`src/rtl/acq_capture_ctrl.sv`:
```
// Trigger/capture sequencer: circular pre-trigger buffer, level/slope or auto trigger, post fill.
// Every capture leaves DEPTH ordered samples in RAM, oldest at start_addr, trigger at trig_addr.
module acq_capture_ctrl #(
  parameter int DEPTH = 102400,
  parameter int AW    = 17,
  parameter int DW    = 8,
  parameter int TW    = 24
) (
  input  logic          clk,
  input  logic          reset_n,
  input  logic          arm,
  input  logic          abort,
  input  logic [DW-1:0] trig_level,
  input  logic          trig_slope,
  input  logic          trig_auto,
  input  logic [TW-1:0] auto_timeout,
  input  logic [AW-1:0] pretrig_len,
  input  logic          sample_valid,
  input  logic [DW-1:0] sample_data,
  output logic [AW-1:0] mem_addr,
  output logic [DW-1:0] mem_wdata,
  output logic          mem_we,
  output logic          mem_cs,
  output logic          busy,
  output logic          done,
  output logic [AW-1:0] trig_addr,
  output logic [AW-1:0] start_addr,
  output logic          auto_fired
);

  typedef enum logic [2:0] {S_IDLE, S_PRE, S_WAIT, S_POST, S_DONE} state_t;

  localparam logic [AW-1:0] LAST    = AW'(DEPTH - 1);
  localparam logic [AW:0]   DEPTH_X = (AW+1)'(DEPTH);

  state_t        state, state_nx;
  logic [AW-1:0] wptr;
  logic [AW-1:0] cnt;
  logic [AW-1:0] p_len;
  logic [DW-1:0] prev;
  logic          prev_vld;
  logic [TW-1:0] auto_cnt;

  logic          launch;
  logic          accept;
  logic          real_hit;
  logic          auto_hit;
  logic          fire;
  logic [AW-1:0] p_clamp;
  logic [AW-1:0] r_len;
  logic [AW-1:0] trig_src;
  logic [AW:0]   start_wide;
  logic [AW-1:0] start_calc;

  always_comb begin
    state_nx   = state;
    launch     = 1'b0;
    accept     = 1'b0;
    real_hit   = 1'b0;
    auto_hit   = 1'b0;
    fire       = 1'b0;
    p_clamp    = (pretrig_len > LAST) ? LAST : pretrig_len;
    r_len      = LAST - p_len;
    // Entering DONE straight from WAIT_TRIG uses the trigger address being written now.
    trig_src   = (state == S_WAIT) ? wptr : trig_addr;
    start_wide = {1'b0, trig_src} - {1'b0, p_len};
    if (trig_src < p_len) start_wide = start_wide + DEPTH_X;
    start_calc = start_wide[AW-1:0];

    if (abort) begin
      state_nx = S_IDLE;
    end else begin
      case (state)
        S_IDLE, S_DONE: begin
          if (arm) begin
            launch   = 1'b1;
            state_nx = (p_clamp == '0) ? S_WAIT : S_PRE;
          end
        end
        S_PRE: begin
          if (sample_valid) begin
            accept = 1'b1;
            if (cnt == AW'(1)) state_nx = S_WAIT;
          end
        end
        S_WAIT: begin
          if (sample_valid) begin
            accept   = 1'b1;
            real_hit = prev_vld &&
                       (trig_slope ? (prev > trig_level && sample_data <= trig_level)
                                   : (prev < trig_level && sample_data >= trig_level));
            auto_hit = trig_auto &&
                       (auto_timeout == '0 ||
                        ({1'b0, auto_cnt} + (TW+1)'(1)) == {1'b0, auto_timeout});
            fire     = real_hit || auto_hit;
            if (fire) state_nx = (r_len == '0) ? S_DONE : S_POST;
          end
        end
        S_POST: begin
          if (sample_valid) begin
            accept = 1'b1;
            if (cnt == AW'(1)) state_nx = S_DONE;
          end
        end
        default: state_nx = S_IDLE;
      endcase
    end
  end

  always_ff @(posedge clk or negedge reset_n) begin
    if (!reset_n) state <= S_IDLE;
    else          state <= state_nx;
  end

  always_ff @(posedge clk or negedge reset_n) begin
    if (!reset_n) begin
      mem_addr   <= '0;
      mem_wdata  <= '0;
      mem_we     <= 1'b0;
      mem_cs     <= 1'b0;
      busy       <= 1'b0;
      done       <= 1'b0;
      trig_addr  <= '0;
      start_addr <= '0;
      auto_fired <= 1'b0;
      wptr       <= '0;
      cnt        <= '0;
      p_len      <= '0;
      prev       <= '0;
      prev_vld   <= 1'b0;
      auto_cnt   <= '0;
    end else begin
      mem_we <= accept;
      busy   <= (state_nx == S_PRE) || (state_nx == S_WAIT) || (state_nx == S_POST);
      mem_cs <= (state_nx == S_PRE) || (state_nx == S_WAIT) || (state_nx == S_POST);
      done   <= (state_nx == S_DONE);

      if (launch) begin
        p_len      <= p_clamp;
        cnt        <= p_clamp;
        wptr       <= '0;
        auto_fired <= 1'b0;
        prev_vld   <= 1'b0;
        auto_cnt   <= '0;
      end

      if (accept) begin
        mem_addr  <= wptr;
        mem_wdata <= sample_data;
        wptr      <= (wptr == LAST) ? '0 : wptr + AW'(1);
        prev      <= sample_data;
        prev_vld  <= 1'b1;
        if (state == S_WAIT) begin
          auto_cnt <= auto_cnt + TW'(1);
          if (fire) cnt <= r_len;
        end else begin
          cnt <= cnt - AW'(1);
        end
      end

      if (fire) begin
        trig_addr  <= wptr;
        auto_fired <= !real_hit;
      end

      if (state_nx == S_DONE && state != S_DONE) start_addr <= start_calc;
    end
  end

endmodule

```
`config.mk`:
```
export PLATFORM = sky130hd
export DESIGN_NAME = acq_capture_ctrl
export DESIGN_NICKNAME = d
export VERILOG_FILES = /design/src/rtl/acq_capture_ctrl.sv
export SDC_FILE = /design/constraint.sdc
export NUM_CORES = 1
export LEC_CHECK = 0
export ABC_AREA = 1
export CAP_MARGIN = 10
export CORE_ASPECT_RATIO = 1.4
export CORE_MARGIN = 4
export CORE_UTILIZATION = 70
export DETAILED_ROUTE_END_ITERATION = 8
export DONT_BUFFER_PORTS = 1
export PLACE_DENSITY = 0.95
export SLEW_MARGIN = 20
export SYNTH_ARGS = -nofsm -noshare
export SYNTH_HDL_FRONTEND = slang
export SYNTH_SLANG_ARGS = --single-unit
```
`constraint.sdc`:
```
create_clock -name clk -period 5.9 [get_ports clk]
set_input_delay 1.18 -clock clk [delete_from_list [all_inputs] [get_ports clk]]
set_output_delay 1.18 -clock clk [all_outputs]
set_load 0.01 [all_outputs]
```
==> key figures, run 1 <==
Status
  – Status: finished, final reports clean

Yosys
  – Register area share after synthesis: 38.1%
  – Post-synth top cells: nand2_1, inv_1, dfrtp_1
  – Largest area contributor in the netlist: dfrtp_1
  – Syn_nets: 1395
  – Post-synth EDFFs: 0
  – Netlist cell types: 43
  – Post-synthesis cell area: 9320 sq um
  – Yosys reg bits: 142
  – Dominant synthesized flop cell: dfrtp_1
  – Instance count of the mapped netlist: 1290
  – Most numerous cell in the Yosys netlist: nand2_1
  – Syn. warnings: 0
  – Asr flop ratio synth: 100%
  – Yosys top cell area share: 38.1%
  – Syn avg cell area: 7.22 sq um
  – Synth area leaders: dfrtp_1, nand2_1, o21ai_0

Critical path
  – Crit path cell chain: nor2_1 -> nand2_1 -> inv_1 -> nand2_1 -> o21ai_0 -> ha_1 -> inv_1 -> fa_1 -> nand3_1 -> nand2_1 -> nand3_1 -> nand3_1 -> xor2_1 -> ha_1 -> nand2_1 -> nand3_1 -> xor2_1 -> inv_1 -> nand4_1 -> nand2_1
  – Slowest cell on the critical path: inv_1
  – Reg2reg end: start_addr[16]
  – Crit-path max FO: 17
  – Critical Path Most Common Cell: nand2_1
  – Worst path max stage delay: 0.50 ns
  – Worst setup endpoint: start_addr[16]
  – Req. time, crit path: 6.21 ns
  – Top delay family on crit path: simple AND/OR/NAND/NOR gates
  – R2R setup slack: 2.09 ns
  – Crit. Startpoint: state[2]
  – Worst EP arrival: 4.12 ns
  – Critical path startpoint category: register
  – CP Class: register to register
  – R2R depth: 20
  – Worst Path Buf+Inv: 3
  – CP Capture Type: register
  – Crit path depth: 20
  – Worst r2r src: state[2]

Drt
  – DR iter-0 viols: 1045
  – Wire length per cell: 18.1 um
  – Vias per cell: 6.25
  – DRC viols: 0
  – Total number of vias: 9160
  – Antenna viol nets, final: 0
  – Final WL: 26500 um
  – Drt first pass iters: 6

Global route
  – Number of global-route vias before repair: 8911
  – Initial antenna violation count: 0
  – First-pass GRT wire length: 42700 um
  – Total Routing Usage GR: 35.4%
  – Pin count of the biggest net entering global routing: 143
  – Total grt overflow: 0

Clock network
  – CTS Buffer Depth: 2
  – Clk sink count: 142
  – CTS tree: yes
  – Number of hold buffers added after CTS: 0
  – Root Buffer: clkbuf_16
  – CTS buffer count: 17
  – Worst-Skew Late Latency: 0.43 ns
  – PostCTS Resize Cnt: 0
  – Post-CTS setup buffers: 0
  – Clk pin slew, worst setup/hold paths: 0.06 ns
  – CTS H-tree lvls: 4

Placement
  – Gpl congestion: 1.02
  – I/O Buffers: 0
  – Hpwl dp: 18600 um

STA
  – Hold Fails Final Rpt: 0
  – Worst slew pin tran: 1.17 ns
  – Tmin final: 3.81 ns
  – Slew margin rel.: 21.9%
  – Final period util: 64.6%
  – Final setup viols: 0
  – Worst Clk Skew: 0.0122 ns
  – Final hold slack: 0.449 ns
  – F_max: 262 MHz
  – Final Max Tran Viols: 0
  – RSZ-0062 raised after global routing: no
  – Setup TNS: 0 ns

Pwr
  – Leak pwr: 4.89 nW
  – Worst ir drop on vdd: 0.223 mV
  – Pwr dens: 279 nW/um^2

Floorplanning
  – Die area: 15300 sq um
  – Starting Density: 72.0%
  – I/O Pins: 128
  – Die Width: 106 um
  – Die Height: 145 um
  – Core ar.: 12900 sq um
  – Number of core rows: 49

Final layout
  – Nets: 1380
  – P&R area growth vs syn: 7.65%
  – Post-layout util: 77.6%
  – Antenna Cells: 0
  – Filler Cell Count: 849
  – Share of layout cells above drive strength 1: 4.66%

Worst hold path
  – Hold Crit Class: input port to asynchronous set/reset pin

Job
  – Max Cap Viol: 0
## per-stage QoR
stage	power, W	setup WS [ns]	std cells	cell area [sq um]
floorplan	0.00153	2.59	1290	9320
global placement	0.00162	2.28	1434	9420
detailed placement	0.00165	2.18	1434	9420
CTS	0.00279	2.20	1465	10000
global route	0.00292	1.83	1465	10000
finish	0.00280	2.09	1465	10000
## layout by cell type (no fill, tap or decap), drive strengths merged, types with 2 or more instances in the layout
cell type | synthesis | final
nand2 | 368 | 368
inv | 155 | 158
dfrtp | 142 | 142
o21ai | 133 | 133
nand3 | 99 | 99
nor2 | 96 | 96
ha | 40 | 40
a21oi | 39 | 39
xor2 | 38 | 38
nand4 | 35 | 35
o22ai | 33 | 33
clkbuf | 33 | 18
nor3 | 15 | 15
nor4 | 11 | 11
a31oi | 10 | 10
xnor2 | 7 | 7
nand3b | 6 | 6
buf | 6 | 5
clkinv | 2 | 5
bufinv | 0 | 4
a21o | 3 | 3
clkinvlp | 0 | 3
and2 | 2 | 2
xnor3 | 2 | 2
o211ai | 2 | 2
o21a | 2 | 2
o21bai | 2 | 2
o32ai | 2 | 2
## flip-flops by register name (all words and copies together) (netlist names), 8 cells and up
register / count
prev: 8
cnt: 17
mem_addr: 17
trig_addr: 17
start_addr: 17
auto_cnt: 24
wptr: 17
p_len: 17
## how the worst min path moves through the flow
| stage | to | start | slack (ns) |
|---|---|---|---|
| after CTS | auto_cnt[4] | reset_n | 0.44 |
| after floorplan | prev_vld | prev_vld | 0.45 |
| final | auto_cnt[8] | reset_n | 0.45 |
| after global placement | prev_vld | prev_vld | 0.46 |
| after detailed placement | prev_vld | prev_vld | 0.48 |
| after global routing | auto_cnt[6] | reset_n | 0.43 |
## routing by layer
metal	track usage (%)	part of all wire, %	vias to the layer above
li1	-	-	4233
met1	38.1	34	4265
met2	61.5	50	510
met3	8.80	8.9	152
met4	24.2	7.2	0
met5	0	0	-
## where the power goes
part / total [W] / switching [W] / internal (W)
logic: 0.000507 / 0.000327 / 0.000181
registers: 0.00115 / 0.0000908 / 0.00106
clock network: 0.00114 / 0.000436 / 0.000708
total: 0.00280 / 0.000854 / 0.00195
## logic make-up (layout without fill, tap and decap cells)
logic type	count (synthesis)	in the layout	share of synthesized area (%)
and+or+nand+nor	634	634	30.0
AOI/OAI and AO/OA	230	230	13.4
buffers and inverters	196	193	8.16
DFF	142	142	38.1
xor gates and xnor gates	47	47	4.71
adders and majority gates	41	41	5.58
## cell type report
cell class / instances / area [sq um] / share of cell area (%)
clock inverters: 13 / 188 / 1.87
clock buffers: 18 / 429 / 4.28
well taps: 178 / 223 / 2.22
repair buffers: 5 / 37.5 / 0.374
multi-input cells: 952 / 5010 / 50.0
inverters: 157 / 589 / 5.87
flip-flops and latches: 142 / 3550 / 35.4
No activity file was read; power rests on OpenSTA's default activity.
==> inputs of run 2 (changes only) <==
Settings changed: CORE_UTILIZATION 70 to 59, PLACE_DENSITY 0.95 to 0.89.
Clock period 5.9 ns to 3.2 ns, I/O delays scaled along.
==> run 2 against run 1 <==
The run now ends with negative hold slack left. Register-to-register slack worse by 1.8 ns. Core utilization is 12 points lower. Critical path type unchanged. Combinational power grew 86%. Largest power group unchanged. Cell area up 1.8%. Hold slack worse by 0.55 ns. Global-route usage is 6.4 points lower. Setup slack worse by 1.8 ns.
==> key figures, run 2 (same netlist as run 1, synthesis figures left out) <==
Critical path
  – Worst EP arrival: 3.25 ns (-0.87 ns)
  – Critical Path Most Common Cell: inv_1
  – Crit-path max FO: 32 (+15)
  – Worst Path Buf+Inv: 5 (+2)
  – Top delay family on crit path: simple AND/OR/NAND/NOR gates
  – CP Class: register to register
  – CP Capture Type: register
  – Worst path max stage delay: 0.42 ns (-0.08 ns)
  – Req. time, crit path: 3.51 ns (-2.70 ns)
  – Slowest cell on the critical path: ha_1
  – Crit path cell chain: inv_1 -> nor2_2 -> nand2_2 -> buf_12 -> nand2_1 -> o21ai_0 -> ha_1 -> inv_1 -> nor3_1 -> a21o_1 -> nand3_1 -> nand2_1 -> xor2_1 -> inv_1 -> nand3_1 -> xor2_1 -> inv_1 -> nand4_1 -> nand2_1
  – Critical path startpoint category: register

Global route
  – Total Routing Usage GR: 29.0% (-6.4 points)
  – Number of global-route vias before repair: 8510 (-4.5%)
  – Total grt overflow: 0 (unchanged)
  – Pin count of the biggest net entering global routing: 143 (unchanged)
  – First-pass GRT wire length: 41300 um (-3.3%)
  – Initial antenna violation count: 0 (unchanged)

Final layout
  – Max reg flops: 24 (unchanged)
  – Most common cell after layout, fill and taps aside: nand2_1
  – Antenna Cells: 0 (unchanged)
  – Share of layout cells above drive strength 1: 6.63% (+2.0 points)
  – Commonest cells after routing, fill and taps aside: nand2_1, inv_1, dfrtp_1, o21ai_0, nand3_1
  – Layout Cells excl Fill: 1493 (+1.9%)
  – P&R area growth vs syn: 9.61%
  – Filler Cell Count: 1305 (+54%)
  – Top reg by flops: auto_cnt
  – Nets: 1389 (+0.65%)

Status
  – Status: complete, but fails checks
  – Failing checks: negative hold slack

Drt
  – Drt first pass iters: 6 (unchanged)
  – Antenna viol nets, final: 0 (unchanged)
  – Vias per cell: 5.91 (-5.5%)
  – Total number of vias: 8826 (-3.6%)
  – Wire length per cell: 17.3 um (-4.2%)
  – DRC viols: 0 (unchanged)
  – DR iter-0 viols: 803 (-23%)
  – Final WL: 25900 um (-2.4%)

Floorplanning
  – I/O Pins: 128 (unchanged)
  – Number of core rows: 54 (+10%)
  – Die area: 17900 sq um (+17%)
  – Die Width: 114 um (+8.2%)
  – Die Height: 157 um (+8.4%)
  – Starting Density: 60.0% (-12 points)
  – Core ar.: 15500 sq um (+20%)

Clock network
  – Root Buffer: clkbuf_16
  – CTS Buffer Depth: 2 (unchanged)
  – CTS H-tree lvls: 4 (unchanged)
  – CTS tree: yes
  – Clk sink count: 142 (unchanged)
  – CTS buffer count: 17 (unchanged)
  – Worst-Skew Late Latency: 0.43 ns (about the same)
  – Clk pin slew, worst setup/hold paths: 0.07 ns (about the same)

STA
  – Final period util: 91.8% (+27 points)
  – RSZ-0062 raised after global routing: yes
  – Final Max Tran Viols: 0 (unchanged)
  – Worst Clk Skew: 0.0144 ns (+0.00213 ns)
  – Final hold slack: -0.101 ns (-0.550 ns)
  – F_max: 340 MHz (+30%)
  – Tmin final: 2.94 ns (-0.872 ns)
  – Final setup viols: 0 (unchanged)
  – Worst slew pin tran: 0.789 ns (-0.378 ns)
  – Slew margin rel.: 47.4% (+25 points)
  – Setup TNS: 0 ns (unchanged)
  – Hold Fails Final Rpt: 142 (+142)

Placement
  – Gpl congestion: 1.01 (-1.2%)
  – I/O Buffers: 0 (unchanged)
  – Hpwl dp: 19000 um (+2.3%)
  – Placed Cells: 1459 (+1.7%)

Pwr
  – Pwr dens: 505 nW/um^2 (+81%)
  – Leak pwr: 4.96 nW (+1.5%)
  – Power, Total: 0.00516 W (+84%)
  – Worst ir drop on vdd: 0.489 mV (+120%)

Worst hold path
  – Hold Crit Class: input port to asynchronous set/reset pin

Job
  – Max Cap Viol: 0 (unchanged)
run 2: final timing paths:
path | start | to | slack, ns | cells past startpoint
setup reg to reg | state[1] | start_addr[16] | 0.26 | 19
hold / removal | reset_n | auto_cnt[3] | -0.10 | 0
hold reg to reg | prev_vld | prev_vld | 0.49 | 2
min in group clk | abort | done | 0.28 | 1
max in group asynchronous | reset_n | start_addr[13] | 3.06 | 0
setup / recovery | state[1] | start_addr[16] | 0.26 | 19
run 2: layer usage:
metal	GRT usage, %	wire (um)	vias up
met2	48.2	12800	387
met1	32.9	9500	4092
li1	-	-	4252
met5	0	0	-
met3	7.74	1970	95
met4	18.3	1610	0
run 2: metrics by stage:
stage	worst slack [ns]	cell area, sq um	utilization, %
CTS	0.0211	10100	65.1
detailed placement	0.0617	9500	61.2
floorplan	0.00875	9320	-
global placement	0.239	9500	61.2
finish	0.263	10200	65.7
global route	-0.0766	10200	65.7
run 2: repair_timing:
action / in CTS / in global routing
hold endpoints to repair: 142 / 142
endpoints found under the setup margin: 0 / 32
resized for setup: 0 / 21
setup buffers: 0 / 1
run 2: power breakdown:
part           switching, W  internal [W]
registers          0.000163       0.00196
clock network      0.000835       0.00126
logic              0.000603      0.000339
run 2: worst register-to-register path, delay by kind of cell (launching register included):
kind | cells | cell delay [ns]
DFF | 1 | 0.37
adders and majority gates | 1 | 0.42
AOI/OAI and AO/OA | 2 | 0.29
xor gates and xnor gates | 2 | 0.38
buffers and inverters | 5 | 0.44
and+or+nand+nor | 9 | 0.93
run 2: area by class of cell:
class | instances | area [sq um] | share of cell area [%]
sequential | 142 | 3550 | 34.8
multi-input combinational | 953 | 5090 | 49.9
clock buffer | 18 | 439 | 4.30
timing repair buffer | 13 | 110 | 1.08
inverter | 157 | 593 | 5.81
tap | 196 | 245 | 2.40
clock inverter | 14 | 180 | 1.76
==> inputs of run 3 (changes only) <==
Settings changed: RECOVER_POWER set to 100.
==> run 3 against run 2 <==
The flow finishes with violations (negative hold slack, max-capacitance violations, max-slew violations). Via count is 0.27% lower. Sequential share of layout area is 0.051 points higher. Register-to-register slack worse by 0.03 ns. Fmax is 0.93% lower. Hold slack better by 0.0010 ns. Critical path type unchanged. Largest cell class unchanged. Highest routed layer unchanged.
==> key figures, run 3 (same netlist as run 1, synthesis figures left out) <==
STA
  – Setup TNS: 0 ns (unchanged)
  – F_max: 337 MHz (-0.93%)
  – Slew margin rel.: -6.49% (-54 points)
  – Final Max Tran Viols: 38 (+38)
  – Worst slew pin tran: 1.60 ns (+0.809 ns)
  – Worst Clk Skew: 0.0146 ns (+0.000252 ns)
  – Final hold slack: -0.0997 ns (+0.00101 ns)
  – RSZ-0062 raised after global routing: yes
  – Tmin final: 2.96 ns (+0.0275 ns)
  – Hold Fails Final Rpt: 142 (unchanged)
  – Final period util: 92.7% (+0.86 points)
  – Final setup viols: 0 (unchanged)

Clock network
  – CTS Buffer Depth: 2 (unchanged)
  – CTS tree: yes
  – Root Buffer: clkbuf_16
  – Clk pin slew, worst setup/hold paths: 0.07 ns (about the same)
  – Clk sink count: 142 (unchanged)
  – CTS H-tree lvls: 4 (unchanged)
  – CTS buffer count: 17 (unchanged)
  – Worst-Skew Late Latency: 0.43 ns (about the same)

Pwr
  – Power, Total: 0.00516 W (about the same)
  – Worst ir drop on vdd: 0.488 mV (-0.18%)
  – Leak pwr: 4.95 nW (-0.19%)
  – Pwr dens: 505 nW/um^2 (about the same)

Final layout
  – Final instance area: 10200 sq um (-0.15%)
  – Nets: 1389 (unchanged)
  – Share of layout cells above drive strength 1: 6.40% (-0.23 points)
  – Max reg flops: 24 (unchanged)
  – P&R area growth vs syn: 9.45%
  – Top reg by flops: auto_cnt
  – Post-layout util: 65.6% (-0.097 points)
  – Antenna Cells: 0 (unchanged)
  – Most common cell after layout, fill and taps aside: nand2_1
  – Commonest cells after routing, fill and taps aside: nand2_1, inv_1, dfrtp_1, o21ai_0, nand3_1

Status
  – Status: complete, but fails checks
  – Failing checks: negative hold slack, max-capacitance violations, max-slew violations

Floorplanning
  – Die area: 17900 sq um (unchanged)
  – Starting Density: 60.0% (unchanged)
  – Die Width: 114 um (unchanged)
  – I/O Pins: 128 (unchanged)
  – Number of core rows: 54 (unchanged)
  – Core ar.: 15500 sq um (unchanged)
  – Die Height: 157 um (unchanged)

Critical path
  – Crit path cell chain: inv_1 -> nor2_2 -> nand2_2 -> buf_12 -> nand2_1 -> o21ai_0 -> ha_1 -> inv_1 -> nor3_1 -> a21o_1 -> nand3_1 -> nand2_1 -> xor2_1 -> inv_1 -> nand3_1 -> xor2_1 -> inv_1 -> nand4_1 -> nand2_1
  – Worst path max stage delay: 0.41 ns (about the same)
  – CP Class: register to register
  – Worst EP arrival: 3.28 ns (+0.03 ns)
  – Top delay family on crit path: simple AND/OR/NAND/NOR gates
  – R2R setup slack: 0.24 ns (-0.03 ns)
  – Critical Path Most Common Cell: inv_1
  – Req. time, crit path: 3.51 ns (about the same)
  – Crit-path max FO: 32 (unchanged)
  – CP Capture Type: register
  – Critical path startpoint category: register
  – Reg2reg end: start_addr[16]
  – Slowest cell on the critical path: ha_1
  – R2R depth: 19 (unchanged)
  – Worst r2r src: state[1]
  – Worst Path Buf+Inv: 5 (unchanged)

Drt
  – Wire length per cell: 17.3 um (about the same)
  – Vias per cell: 5.90 (-0.27%)
  – Antenna viol nets, final: 0 (unchanged)
  – Drt first pass iters: 5 (-1)
  – Final WL: 25800 um (about the same)
  – Total number of vias: 8802 (-0.27%)
  – DR iter-0 viols: 816 (+1.6%)
  – DRC viols: 0 (unchanged)

Placement
  – Hpwl dp: 19000 um (unchanged)
  – Post-DP Area: 9500 sq um (unchanged)
  – Gpl congestion: 1.01 (unchanged)
  – I/O Buffers: 0 (unchanged)

Worst hold path
  – Hold Crit Class: input port to asynchronous set/reset pin

Global route
  – Initial antenna violation count: 0 (unchanged)
  – Pin count of the biggest net entering global routing: 143 (unchanged)
  – Total Routing Usage GR: 29.0% (unchanged)
  – Number of global-route vias before repair: 8510 (unchanged)
  – Total grt overflow: 0 (unchanged)
  – First-pass GRT wire length: 41300 um (unchanged)

Job
  – Max Cap Viol: 1 (+1)
run 3: final cells by class:
cell class / count / area, sq um
clock buffers: 18 / 439
clock inverters: 14 / 180
fillers: 1308 / 5340
inverters: 157 / 593
multi-input cells: 953 / 5090
flip-flops and latches: 142 / 3550
well taps: 196 / 245
repair buffers: 13 / 97.6
run 3: layer usage:
| layer | up-vias | GRT usage, % | wire length (um) |
|---|---|---|---|
| met1 | 4045 | 32.9 | 9540 |
| met5 | - | 0 | 0 |
| met2 | 398 | 48.2 | 12700 |
| met4 | 0 | 18.3 | 1620 |
| li1 | 4260 | - | - |
| met3 | 99 | 7.74 | 1960 |
run 3: worst max-delay path by stage:
stage	start	to	cells after the start
floorplan	state[2]	start_addr[16]	22
global placement	trig_level[1]	cnt[9]	18
detailed placement	state[1]	start_addr[16]	21
CTS	state[1]	start_addr[16]	21
global route	state[1]	start_addr[16]	21
finish	state[1]	start_addr[16]	19
run 3: per-stage QoR:
step	setup slack (ns)	cells
floorplan	0.00875	1290
CTS	0.0211	1491
global placement	0.239	1459
global route	-0.0766	1493
finish	0.235	1493
detailed placement	0.0617	1459
run 3: power breakdown:
part           internal [W]  switching [W]
clock network       0.00126       0.000834
logic              0.000338       0.000600
registers           0.00196       0.000162
run 3: worst reg2reg max path: cells and delay by family (launching register included):
kind,cells,cell delay [ns]
adder cells (fa/ha/maj),1,0.41
AND/OR/NAND/NOR,9,0.92
XOR/XNOR,2,0.39
flip-flops,1,0.37
AO/OA/AOI/OAI,2,0.29
buffers and inverters,5,0.45
run 3: repair_timing:
item	CTS	global route
setup buffers	0	1
resized for setup	0	21
endpoints found under the hold margin	142	142
endpoints found under the setup margin	0	32
